File: src/rtl/DEF.sv
// Shared types for the multi-cycle branch-condition unit.
//   dw            : operand type at the default RV64 width
//   br_funct3_e   : RV64I branch encodings (funct3)
//   brcmp_state_e : controller states
//   taken_of()    : maps funct3 plus the eq/lt results to the branch decision
package DEF;
    localparam int XLEN_DEF = 64;

    typedef logic [XLEN_DEF-1:0] dw;

    typedef enum logic [2:0] {
        BEQ  = 3'b000,
        BNE  = 3'b001,
        BLT  = 3'b100,
        BGE  = 3'b101,
        BLTU = 3'b110,
        BGEU = 3'b111
    } br_funct3_e;

    typedef enum logic [1:0] {
        IDLE = 2'd0,
        CMP  = 2'd1,
        DONE = 2'd2
    } brcmp_state_e;

    function automatic logic is_illegal(input logic [2:0] f3);
        return f3[2:1] == 2'b01;
    endfunction

    // 010 and 011 fall into the default arm, so they are never taken.
    function automatic logic taken_of(input logic [2:0] f3, input logic eq, input logic lt);
        logic t;
        case (f3)
            BEQ:        t = eq;
            BNE:        t = !eq;
            BLT, BLTU:  t = lt;
            BGE, BGEU:  t = !lt;
            default:    t = 1'b0;
        endcase
        return t;
    endfunction
endpackage

File: src/rtl/branch_cond_unit_if.sv
// Request/response bundle of the branch-condition unit.
//   master : the pipeline side that issues requests and consumes results
//   slave  : the branch_cond_unit itself
// Request : in_valid, in_ready, operand_1, operand_2, funct3, flush
// Response: out_valid, out_ready, taken, br_eq, br_lt, illegal
interface branch_cond_unit_if #(parameter int XLEN = 64);
    logic            in_valid;
    logic            in_ready;
    logic [XLEN-1:0] operand_1;
    logic [XLEN-1:0] operand_2;
    logic [2:0]      funct3;
    logic            flush;
    logic            out_valid;
    logic            out_ready;
    logic            taken;
    logic            br_eq;
    logic            br_lt;
    logic            illegal;

    modport master (
        output in_valid, operand_1, operand_2, funct3, flush, out_ready,
        input  in_ready, out_valid, taken, br_eq, br_lt, illegal
    );

    modport slave (
        input  in_valid, operand_1, operand_2, funct3, flush, out_ready,
        output in_ready, out_valid, taken, br_eq, br_lt, illegal
    );
endinterface

File: src/rtl/brcmp_chunk.sv
// Combinational slice comparator: one CHUNK-bit slice per cycle.
//   a, b      : slice operands
//   is_signed : compare as two's complement (only for the top slice of a signed branch)
//   eq, lt    : a == b, a < b
module brcmp_chunk #(
    parameter int CHUNK = 16
) (
    input  logic [CHUNK-1:0] a,
    input  logic [CHUNK-1:0] b,
    input  logic             is_signed,
    output logic             eq,
    output logic             lt
);
    assign eq = (a == b);
    assign lt = is_signed ? ($signed(a) < $signed(b)) : (a < b);
endmodule

File: src/rtl/branch_cond_unit.sv
// Multi-cycle RV64I branch-condition unit. Scans the operands one CHUNK-bit
// slice per cycle from the MSB slice down; the first unequal slice decides lt.
// Ports: clk, rst_n (async, active low), bus (branch_cond_unit_if.slave).
// Option: define BRCMP_EARLY_EXIT_EN to finish as soon as the first unequal
// slice is found; otherwise latency is always NCHUNK compare cycles.
//
// state | meaning
// IDLE  | waiting for a request, in_ready=1
// CMP   | comparing slice idx_q, counting down to 0
// DONE  | result registered, out_valid=1 until out_ready or flush
module branch_cond_unit
    import DEF::*;
#(
    parameter int XLEN  = 64,
    parameter int CHUNK = 16
) (
    input  logic               clk,
    input  logic               rst_n,
    branch_cond_unit_if.slave  bus
);
    localparam int NCHUNK = XLEN / CHUNK;
    localparam int IDXW   = (NCHUNK > 1) ? $clog2(NCHUNK) : 1;
    localparam logic [IDXW-1:0] IDX_TOP = IDXW'(NCHUNK - 1);

    brcmp_state_e    state_q, state_nx;
    logic [XLEN-1:0] op1_q, op2_q;
    logic [2:0]      f3_q;
    logic [IDXW-1:0] idx_q;
    logic            diff_q, lt_q;
    logic            out_valid_q, taken_q, br_eq_q, br_lt_q, illegal_q;

    logic [CHUNK-1:0] slice_a, slice_b;
    logic             is_signed, c_eq, c_lt, last, cmp_end;
    logic             diff_nx, lt_nx;

    assign slice_a   = op1_q[int'(idx_q) * CHUNK +: CHUNK];
    assign slice_b   = op2_q[int'(idx_q) * CHUNK +: CHUNK];
    assign is_signed = (idx_q == IDX_TOP) && !f3_q[1];
    assign last      = (idx_q == '0);

    brcmp_chunk #(.CHUNK(CHUNK)) u_chunk (
        .a         (slice_a),
        .b         (slice_b),
        .is_signed (is_signed),
        .eq        (c_eq),
        .lt        (c_lt)
    );

    // lt is owned by the first differing slice; lower slices cannot override it.
    assign diff_nx = diff_q | !c_eq;
    assign lt_nx   = diff_q ? lt_q : c_lt;

`ifdef BRCMP_EARLY_EXIT_EN
    assign cmp_end = last || !c_eq;
`else
    assign cmp_end = last;
`endif

    always_comb begin
        state_nx = state_q;
        case (state_q)
            IDLE:    if (bus.in_valid && !bus.flush) state_nx = CMP;
            CMP:     if (bus.flush) state_nx = IDLE;
                     else if (cmp_end) state_nx = DONE;
            DONE:    if (bus.flush || bus.out_ready) state_nx = IDLE;
            default: state_nx = IDLE;
        endcase
    end

    always_ff @(posedge clk or negedge rst_n) begin
        if (!rst_n) begin
            state_q     <= IDLE;
            op1_q       <= '0;
            op2_q       <= '0;
            f3_q        <= '0;
            idx_q       <= '0;
            diff_q      <= 1'b0;
            lt_q        <= 1'b0;
            out_valid_q <= 1'b0;
            taken_q     <= 1'b0;
            br_eq_q     <= 1'b0;
            br_lt_q     <= 1'b0;
            illegal_q   <= 1'b0;
        end else begin
            state_q     <= state_nx;
            out_valid_q <= (state_nx == DONE);
            if (state_q == IDLE && state_nx == CMP) begin
                op1_q  <= bus.operand_1;
                op2_q  <= bus.operand_2;
                f3_q   <= bus.funct3;
                idx_q  <= IDX_TOP;
                diff_q <= 1'b0;
                lt_q   <= 1'b0;
            end
            if (state_q == CMP) begin
                idx_q  <= idx_q - 1'b1;
                diff_q <= diff_nx;
                lt_q   <= lt_nx;
                if (state_nx == DONE) begin
                    br_eq_q   <= !diff_nx;
                    br_lt_q   <= lt_nx & diff_nx;
                    taken_q   <= taken_of(f3_q, !diff_nx, lt_nx & diff_nx);
                    illegal_q <= is_illegal(f3_q);
                end
            end
        end
    end

    assign bus.in_ready  = (state_q == IDLE);
    assign bus.out_valid = out_valid_q;
    assign bus.taken     = taken_q;
    assign bus.br_eq     = br_eq_q;
    assign bus.br_lt     = br_lt_q;
    assign bus.illegal   = illegal_q;
endmodule

File: src/flat_wrapper.sv
// flat-port wrapper written by rule: the top's interface ports become plain ports
module branch_cond_unit_flat import DEF::*;
#(
    parameter int XLEN  = 64,
    parameter int CHUNK = 16
)
  (clk, rst_n, bus_in_valid, bus_operand_1, bus_operand_2, bus_funct3, bus_flush, bus_out_ready, bus_in_ready, bus_out_valid, bus_taken, bus_br_eq, bus_br_lt, bus_illegal);
  branch_cond_unit_if #(.XLEN(XLEN)) bus_i ();
  input  logic clk;
  input  logic rst_n;
  input wire logic [$bits(bus_i.in_valid)-1:0] bus_in_valid;
  input wire logic [$bits(bus_i.operand_1)-1:0] bus_operand_1;
  input wire logic [$bits(bus_i.operand_2)-1:0] bus_operand_2;
  input wire logic [$bits(bus_i.funct3)-1:0] bus_funct3;
  input wire logic [$bits(bus_i.flush)-1:0] bus_flush;
  input wire logic [$bits(bus_i.out_ready)-1:0] bus_out_ready;
  output wire logic [$bits(bus_i.in_ready)-1:0] bus_in_ready;
  output wire logic [$bits(bus_i.out_valid)-1:0] bus_out_valid;
  output wire logic [$bits(bus_i.taken)-1:0] bus_taken;
  output wire logic [$bits(bus_i.br_eq)-1:0] bus_br_eq;
  output wire logic [$bits(bus_i.br_lt)-1:0] bus_br_lt;
  output wire logic [$bits(bus_i.illegal)-1:0] bus_illegal;
  assign bus_i.in_valid = bus_in_valid;
  assign bus_i.operand_1 = bus_operand_1;
  assign bus_i.operand_2 = bus_operand_2;
  assign bus_i.funct3 = bus_funct3;
  assign bus_i.flush = bus_flush;
  assign bus_i.out_ready = bus_out_ready;
  assign bus_in_ready = bus_i.in_ready;
  assign bus_out_valid = bus_i.out_valid;
  assign bus_taken = bus_i.taken;
  assign bus_br_eq = bus_i.br_eq;
  assign bus_br_lt = bus_i.br_lt;
  assign bus_illegal = bus_i.illegal;
  branch_cond_unit #(.XLEN(XLEN), .CHUNK(CHUNK)) u_core (.clk(clk), .rst_n(rst_n), .bus(bus_i));
endmodule
File: config.mk
export PLATFORM = sky130hd
export DESIGN_NAME = branch_cond_unit_flat
export DESIGN_NICKNAME = d
export VERILOG_FILES = /design/src/rtl/DEF.sv /design/src/rtl/branch_cond_unit_if.sv /design/src/rtl/brcmp_chunk.sv /design/src/rtl/branch_cond_unit.sv /design/src/flat_wrapper.sv
export SDC_FILE = /design/constraint.sdc
export NUM_CORES = 1
export LEC_CHECK = 0
export ABC_AREA = 1
export CAP_MARGIN = 20
export CORE_MARGIN = 2
export CORE_UTILIZATION = 55
export DETAILED_ROUTE_END_ITERATION = 10
export PLACE_DENSITY = 0.88
export SYNTH_ARGS = -nofsm -noshare
export SYNTH_HDL_FRONTEND = slang
export SYNTH_HIERARCHICAL = 1
export SYNTH_SLANG_ARGS = --single-unit
File: constraint.sdc
create_clock -name clk -period 6.8 [get_ports clk]
set_input_delay 1.02 -clock clk [delete_from_list [all_inputs] [get_ports clk]]
set_output_delay 1.02 -clock clk [all_outputs]
set_load 0.01 [all_outputs]
---- Yosys cells after proc, flatten, opt, wreduce, memory -nomap -nowiden ----
Index checks and enable logic that the tools add are counted.
storage, ports and cells
  flip-flop bits (word level) ............. 142
  input bits .............................. 136
  word-level logic and storage cells ...... 60
operators by class
  add/sub/neg operators ................... 1
  magnitude comparators ................... 2
  equality and inequality tests ........... 12
  shift-type cells ........................ 2
  mux-type cells .......................... 13
  bitwise operators ....................... 2
  reductions and logical operators ........ 16
operator list
  operator                                              count
  indexed part select 64 x 7 -> 16 bit                  2
  < comparator 16 bit                                   2
  equality test 16 bit                                  1
  equality test 3 bit (second input constant)           4
  2-to-1 mux 2 bit                                      6
  equality test 2 x 1 -> 1 bit (second input constant)  3
  equality test 2 bit (second input constant)           3
  one-hot mux 2 bit (3 select lines)                    1
  zero test 1 bit                                       5
  2-to-1 mux 1 bit                                      5
  zero test 2 bit                                       2
  one-hot mux 1 bit (4 select lines)                    1
  OR reduction 2 bit                                    2
  equality test 3 x 1 -> 1 bit (second input constant)  1
  logical AND 1 bit                                     3
  zero test 3 bit                                       1
  AND reduction 2 bit                                   1
  nonzero test 2 bit                                    1
  subtractor 2 x 1 -> 2 bit (second input constant)     1
  bitwise AND 1 bit                                     1
  logical OR 1 bit                                      1
  bitwise OR 1 bit                                      1

---- Longest topological paths before layout ----
Gate-level depths: netlist of the first run.
  depth in word-level cells ............... 8
  depth in mapped cells ................... 26
  gate-level depth less buffers ........... 23

---- By module ----
Netlist of the first run, hierarchy kept.
modules (own cells, without submodules)
  module            instances  cells an instance  area each (um2)
  branch_cond_unit  1          804                6,311.1
  brcmp_chunk       1          78                 455.4

---- Worst setup path before layout of the first run ----
No wires, ideal clock.
  path kind ............................... register -> register
  start ................................... reg u_core.idx_q[0]
  end ..................................... reg u_core.taken_q, in the netlist u_core/bus.taken
  setup time .............................. 0.117 ns
  data arrival time ....................... 2.313 ns
  slack ................................... 4.369 ns
  cell stages (with the launch flop) ...... 21
  cells stage by stage .................... dfrtp_1 -> buf_2 -> inv_1 -> buf_2 -> buf_4 -> nor2_1 -> o22ai_1 -> inv_1 -> ha_1 -> a21oi_1 -> o21ai_0 -> a21oi_1 -> nand3_1 -> nand2_1 -> inv_1 -> nand2_1 -> nand3_1 -> nand2_1 -> nand3_1 -> nand2_1 -> nand2_1
on the way
  word-level cells in the longest chain between the ends .. 7
  elaborated cells on any way between the ends .. 21
RTL lines
  item                                      line                     RTL
  start, declared                           branch_cond_unit.sv:28   logic [IDXW-1:0] idx_q;
  start signal, assigned                    branch_cond_unit.sv:96   idx_q <= idx_q - 1'b1;
  indexed part select 64 x 7 -> 16 bit (*)  branch_cond_unit.sv:37   assign slice_b = op2_q[int'(idx_q) * CHUNK +: CHUNK];
  named net u_core.slice_b[15]              branch_cond_unit.sv:32   logic [CHUNK-1:0] slice_a, slice_b;
  < comparator 16 bit                       brcmp_chunk.sv:15        assign lt = is_signed ? ($signed(a) < $signed(b)) : (a < b);
  2-to-1 mux 1 bit (*)                      brcmp_chunk.sv:15
  named net u_core.c_lt                     branch_cond_unit.sv:33   logic is_signed, c_eq, c_lt, last, cmp_end;
  2-to-1 mux 1 bit (*)                      branch_cond_unit.sv:51   assign lt_nx = diff_q ? lt_q : c_lt;
  bitwise AND 1 bit (*)                     branch_cond_unit.sv:102  taken_q <= taken_of(f3_q, !diff_nx, lt_nx & diff_nx);
  zero test 1 bit                           DEF.sv:37                BGE, BGEU: t = !lt;
  one-hot mux 1 bit (4 select lines) (*)    DEF.sv:33                case (f3)
  end signal, assigned                      branch_cond_unit.sv:102
  end, declared                             branch_cond_unit.sv:30   logic out_valid_q, taken_q, br_eq_q, br_lt_q, illegal_q;
Mark *: on every way through the listed nets, which the timed path passes. The rest lies on a longest branch.
A chain may end at the register's enable or synchronous reset.

---- Final worst setup path of the first run ----
  start ................................... reg u_core.idx_q[0]
  end ..................................... reg u_core.taken_q, in the netlist u_core/bus.taken
on the way
  word-level cells in the longest chain between the ends .. 7
  elaborated cells on any way between the ends .. 21
RTL lines
  item                                      line                     RTL
  indexed part select 64 x 7 -> 16 bit (*)  branch_cond_unit.sv:37
  named net u_core.slice_b[7]               branch_cond_unit.sv:32
  equality test 16 bit (*)                  brcmp_chunk.sv:14        assign eq = (a == b);
  named net u_core.c_eq                     branch_cond_unit.sv:33
  zero test 1 bit (*)                       branch_cond_unit.sv:50   assign diff_nx = diff_q | !c_eq;
  bitwise OR 1 bit (*)                      branch_cond_unit.sv:50
  bitwise AND 1 bit                         branch_cond_unit.sv:102
  zero test 1 bit                           DEF.sv:37
  one-hot mux 1 bit (4 select lines) (*)    DEF.sv:33
Marks and branches as above.

==> results of run 1 <==
-- worst max-delay path, delay by kind of cell, from the launching register on --
family	cells	cell delay, ns
buffers and inverters	3	1.24
AND/OR/NAND/NOR	10	1.13
AO/OA/AOI/OAI	2	0.51
flip-flops	1	0.38
adder cells (fa/ha/maj)	1	0.31
-- synth_stat cells (all sizes together) --
master  number  share of area, %
a21o         1              0.11
a21oi        9              0.67
buf         30               2.6
clkbuf      18               1.0
clkinv       1             0.055
dfrtp      142                53
ha          18               3.3
inv         37               2.1
nand2      432                24
nand3        9              0.67
nand4        3              0.37
nor2        78               4.4
o21ai       72               5.3
o22ai       32               3.0
-- metrics by stage --
stage | hold WS, ns | setup WS [ns]
3_3_place_gp | 0.457 | 2.88
6_report | 0.472 | 3.12
3_5_place_dp | 0.460 | 3.05
4_1_cts | 0.475 | 3.22
2_1_floorplan | 0.444 | 4.37
5_1_grt | 0.488 | 2.87
-- logic make-up after synthesis --
family,synth area share (%)
buffers and inverters,5.70
flip-flops,52.5
AO/OA/AOI/OAI,9.06
adder cells (fa/ha/maj),3.33
AND/OR/NAND/NOR,29.4
-- flip-flops by register name (all words and copies together), names as in the netlist, 2 cells and up --
name            count
u_core/op1_q       64
u_core/f3_q         3
u_core/idx_q        2
u_core/op2_q       64
u_core/state_q      2
-- power by group --
| group | total, mW | leakage (nW) | switching, mW | internal [mW] |
|---|---|---|---|---|
| combinational | 1.30 | 2.44 | 0.815 | 0.482 |
| sequential | 1.12 | 1.76 | 0.103 | 1.02 |
| clock | 0.824 | 0.252 | 0.323 | 0.501 |
-- path summary, 6_finish.rpt --
check / from / endpoint / slack, ns / depth (start not counted)
max in group asynchronous: rst_n / u_core/op2_q[63]$_DFFE_PN0P_ / 5.20 / 3
worst min register to register: u_core/op2_q[23]$_DFFE_PN0P_ / u_core/op2_q[23]$_DFFE_PN0P_ / 0.47 / 2
worst min-delay path: u_core/op2_q[23]$_DFFE_PN0P_ / u_core/op2_q[23]$_DFFE_PN0P_ / 0.47 / 2
worst max-delay path: u_core/idx_q[0]$_DFFE_PN0P_ / u_core/bus.taken$_DFFE_PN0P_ / 3.12 / 16
min in group asynchronous: rst_n / u_core/op1_q[1]$_DFFE_PN0P_ / 0.55 / 1
worst max register to register: u_core/idx_q[0]$_DFFE_PN0P_ / u_core/bus.taken$_DFFE_PN0P_ / 3.12 / 16
-- cell type report --
class / count / area [sq um] / share of cell area (%)
tap: 147 / 184 / 2.11
multi-input combinational: 654 / 2840 / 32.5
sequential: 142 / 3550 / 40.7
timing repair buffer: 147 / 1500 / 17.1
inverter: 38 / 145 / 1.66
clock buffer: 29 / 510 / 5.85
clock inverter: 1 / 5.00 / 0.0573
-- layout by cell type, fill, tap and decap left out, drive strengths merged --
cell type,instances
nand2,432
nand3,9
dfrtp,142
a21o,1
o21ai,72
ha,18
clkinv,2
nand4,3
inv,37
nor2,78
o22ai,32
a21oi,9
clkbuf,29
clkdlybuf4s50,140
buf,7
-- metal layers --
layer / share of wire, % / global-route usage, % / vias to the layer above
met5: 0 / 0 / -
met4: 2.9 / 10.4 / 0
met3: 10 / 8.75 / 45
met1: 42 / 41.4 / 2929
li1: - / - / 3004
met2: 45 / 45.3 / 349
==> metrics, run 1 <==
TNS Setup=0 ns; CTS Hold Buffers Added=0; slowest CP cell=inv_2; Finished Core Util=72.7%; CTS Buf Count=17; Max Clk Rate=272 MHz; Hold Crit Class=flip-flop to flip-flop; final RePlAce weighted congestion=0.857; crit path capture type=flip-flop; GRT overflow=0; root buf cell=clkbuf_16; vias per cell=5.46; Tot Pwr=about 3.2 mW; synth unique cells=19; maximum buffer depth of the clock tree=2; # H-tree levels=4; DIE HEIGHT=115 um; CTS resizes=0; clk_skew=0.00819 ns; Vias=6,327; total wire length=18,700 um; Global Route Usage Sum=29.8%; Pins Over Slew Limit=0; # setup viols final=0; Cell Rows=40; Slew headroom=29.2%; post-route ant nets=0; Skew-Pair Late Insertion Delay=0.42 ns; Critical Path Fanout Max=67; Hold Fails Final Rpt=0; cells along the critical path=buf_4, inv_2, o21ai_0, o22ai_1, inv_1, ha_1, nand2_1, nor2_1, nand4_1, nor2_1, nand2_1, nand3_1, nand2_1, nand3_1, nand2_1, nand2_1; Tcrit/Tclk final=between 50% and 60%; share of cells above drive strength 1=under 10%; drt wl/cell=16.1 um; antenna violations before repair=0; Final Cell Area=8730 sq um; Die ar.=13,200 sq um; status=complete, no violations; CTS tree=built; worst-margin pin slew=1.06 ns; Ports=142; clock sinks=142; Iter 0 DRT Violations=777; port bufs=141; syn avg cell area=around 7.7 sq um; Post-route DRC=0; fill count=872; fin cells=1,158; Max-Cap Viols=0; DP Area=8190 sq um; layout net count=between 1,000 and 1,500; first-pass GRT wire length=30,300 um; RSZ-0062 raised after global routing=no; CP Launch Type=flip-flop; static leakage=4.45 nW; CP Class=flip-flop to flip-flop; minimum clock period=3.68 ns; Worst-path clk slew=0.06 ns; cell with the most instances on the worst path=nand2_1; register bit total from synthesis=~140; CP peak stage delay=0.84 ns; Synthesis Warnings=6; largest net degree at the start of global routing=87; Die Width=115 um; Synth Net Count=1,036; Critical Path RT=between 7 and 8 ns; Setup Buffers After CTS=0; Post-Place Cells=1,127; P per Cell Area=approximately 370 nW/um^2; antenna cells=0; Syn Inst Count=approximately 880; Post-Synthesis Cell Area=between 6000 and 7000 sq um; Pre-Repair DR Iteration Count=6; Area growth syn-to-layout=29.1%; vias in the first global route=6,166; post-synthesis sequential area ratio=52.5%; core region area=12,000 sq um; Initial Utilization=56.3%; Worst IR Drop VDD=231 uV; detailed placement HPWL=12,000 um; Crit path arrival time=4.03 ns
Power figures use the tool's default switching activity.
==> run 2, diff against run 1 <==
--- a/config.mk
+++ b/config.mk
@@ -8,9 +8,9 @@
 export ABC_AREA = 1
 export CAP_MARGIN = 20
 export CORE_MARGIN = 2
-export CORE_UTILIZATION = 55
+export CORE_UTILIZATION = 51
 export DETAILED_ROUTE_END_ITERATION = 10
-export PLACE_DENSITY = 0.88
+export PLACE_DENSITY = 0.83
 export SYNTH_ARGS = -nofsm -noshare
 export SYNTH_HDL_FRONTEND = slang
 export SYNTH_HIERARCHICAL = 1
==> constraint.sdc (replaced) <==
create_clock -name clk -period 3.7 [get_ports clk]
set_input_delay 0.555 -clock clk [delete_from_list [all_inputs] [get_ports clk]]
set_output_delay 0.555 -clock clk [all_outputs]
set_load 0.01 [all_outputs]
==> run 2 against run 1 <==
Die area rose by 7.6%. Sequential power increased by 88%. Critical path type unchanged. Critical endpoint unchanged. Global-route usage fell by 3.5 points.
==> metrics, run 2 (synthesis gave the netlist of run 1 again) <==
largest registers=u_core/op1_q x64, u_core/op2_q x64, u_core/f3_q x3; # setup viols final=0 (unchanged); Vias=6,195 (-2.1%); minimum clock period=2.94 ns (-0.744 ns); share of cells above drive strength 1=4.82% (+1.2 points); CTS Buf Count=17 (unchanged); Critical Path Fanout Max=65 (-3.0%); Worst IR Drop VDD=448 uV (+94%); antenna cells=0 (unchanged); P per Cell Area=680 nW/um^2 (+83%); Max-Cap Viols=0 (unchanged); root buf cell=clkbuf_16; # H-tree levels=4 (unchanged); Crit path arrival time=3.25 ns (-0.78 ns); crit path capture type=flip-flop; Ports=142 (unchanged); maximum buffer depth of the clock tree=2 (unchanged); most frequent cells in the layout=431 x nand2_1, 141 x dfrtp_1, 140 x clkdlybuf4s50_1, 77 x nor2_1, 72 x o21ai_0; Post-route DRC=0 (unchanged); Tcrit/Tclk final=79.4% (+25 points); Tot Pwr=6.00 mW (+85%); Global Route Usage Sum=26.4% (-3.5 points); Place WS=0.908 ns (-2.14 ns); Worst-path clk slew=0.06 ns (about the same); Die Width=119 um (+3.7%); Cell Rows=42 (+5.0%); Initial Utilization=51.7% (-4.6 points); Pins Over Slew Limit=0 (unchanged); slowest CP cell=buf_4; TNS Setup=0 ns (unchanged); commonest non-fill, non-tap cell in the layout=nand2_1; first-pass GRT wire length=29,300 um (-3.2%); RSZ-0062 raised after global routing=no; FF-to-FF path depth=19 (+3); final RePlAce weighted congestion=0.918 (+7.1%); CP peak stage delay=0.47 ns (-0.37 ns); Finished Core Util=67.5% (-5.3 points); status=complete, no violations; DIE HEIGHT=119 um (+3.7%); Final WS setup=0.764 ns (-2.36 ns); Post-Place Cells=1,160 (+2.9%); DP Area=8260 sq um (+0.87%); Hold Fails Final Rpt=0 (unchanged); Hold Crit Class=input pin to async pin; Final Cell Area=8830 sq um (+1.1%); GRT overflow=0 (unchanged); Pre-Repair DR Iteration Count=6 (unchanged); detailed placement HPWL=12,500 um (+4.2%); CP Launch Type=flip-flop; Skew-Pair Late Insertion Delay=0.42 ns (about the same); clock sinks=142 (unchanged); CTS Hold Buffers Added=0 (unchanged); cells along the critical path=buf_4, o21ai_0, o22ai_1, inv_1, ha_1, nand2_1, nand2_1, nand3_1, nand2_1, a21oi_1, nand3_1, nand2_1, inv_1, nand2_1, nand3_1, nand2_1, nand3_1, nand2_1, nand2_1; clk_skew=0.00824 ns (+0.0000453 ns); Min Hold Slack=0.175 ns (-0.297 ns); cell with the most instances on the worst path=nand2_1; Area growth syn-to-layout=30.4%; layout net count=1,157 (+0.26%); vias in the first global route=5,983 (-3.0%); core region area=13,100 sq um (+8.9%); Die ar.=14,200 sq um (+7.6%); static leakage=4.46 nW (+0.33%); port bufs=141 (unchanged); Critical Path RT=4.01 ns (-3.14 ns); drt wl/cell=15.1 um (-6.1%); Slew headroom=49.5% (+20 points); largest net degree at the start of global routing=85 (-2.3%); vias per cell=5.20 (-4.9%); CP Class=flip-flop to flip-flop; Iter 0 DRT Violations=737 (-5.1%); fin cells=1,192 (+2.9%); Max Clk Rate=341 MHz (+25%); CTS tree=built; total wire length=18,000 um (-3.3%); Setup Buffers After CTS=0 (unchanged); antenna violations before repair=0 (unchanged); worst-margin pin slew=0.757 ns (-0.305 ns); CTS resizes=0 (unchanged); post-route ant nets=0 (unchanged)
==> run 2: cell count changes in the layout (fill, tap and decap cells not counted), moves of 2 or more <==
cell	before	now
clkbuf_8	4	0
buf_16	2	0
buf_4	4	7
buf_12	0	2
inv_6	0	5
clkbuf_1	8	1
clkinvlp_4	0	6
==> run 2: area by class of cell <==
class / instances / area [sq um]
fillers: 1042 / 4260
flip-flops and latches: 142 / 3550
multi-input cells: 654 / 2840
repair buffers: 150 / 1510
clock buffers: 18 / 429
well taps: 176 / 220
inverters: 38 / 145
clock inverters: 14 / 135
==> run 2: power breakdown <==
part	internal [mW]	switching, mW	leakage, nW	total, mW
clock network	0.937	0.692	0.258	1.63
registers	1.87	0.232	1.76	2.10
logic	0.893	1.38	2.44	2.27
total	3.70	2.30	4.46	6.00
==> run 2: layer usage <==
metal	GRT usage (%)	wire length, um	vias to the layer above
met3	5.89	1530	39
met4	8.71	438	0
met1	37.6	8030	2812
met2	40.3	8040	330
met5	0	0	-
li1	-	-	3014
==> run 2: final timing paths <==
check	to	slack (ns)	from
setup reg to reg	u_core/bus.taken$_DFFE_PN0P_	0.76	u_core/idx_q[0]$_DFFE_PN0P_
hold reg to reg	u_core/op2_q[16]$_DFFE_PN0P_	0.48	u_core/op2_q[16]$_DFFE_PN0P_
min in group clk	u_core/op2_q[16]$_DFFE_PN0P_	0.48	u_core/op2_q[16]$_DFFE_PN0P_
setup / recovery	u_core/bus.taken$_DFFE_PN0P_	0.76	u_core/idx_q[0]$_DFFE_PN0P_
max in group asynchronous	u_core/op2_q[51]$_DFFE_PN0P_	2.76	rst_n
hold / removal	u_core/op1_q[4]$_DFFE_PN0P_	0.17	rst_n
==> run 2: critical path: cells and delay by family (launching register included) <==
family	cells	cell delay, ns
and+or+nand+nor	12	0.84
AOI/OAI and AO/OA	3	0.69
adders and majority gates	1	0.30
buffers and inverters	3	0.59
DFF	1	0.36
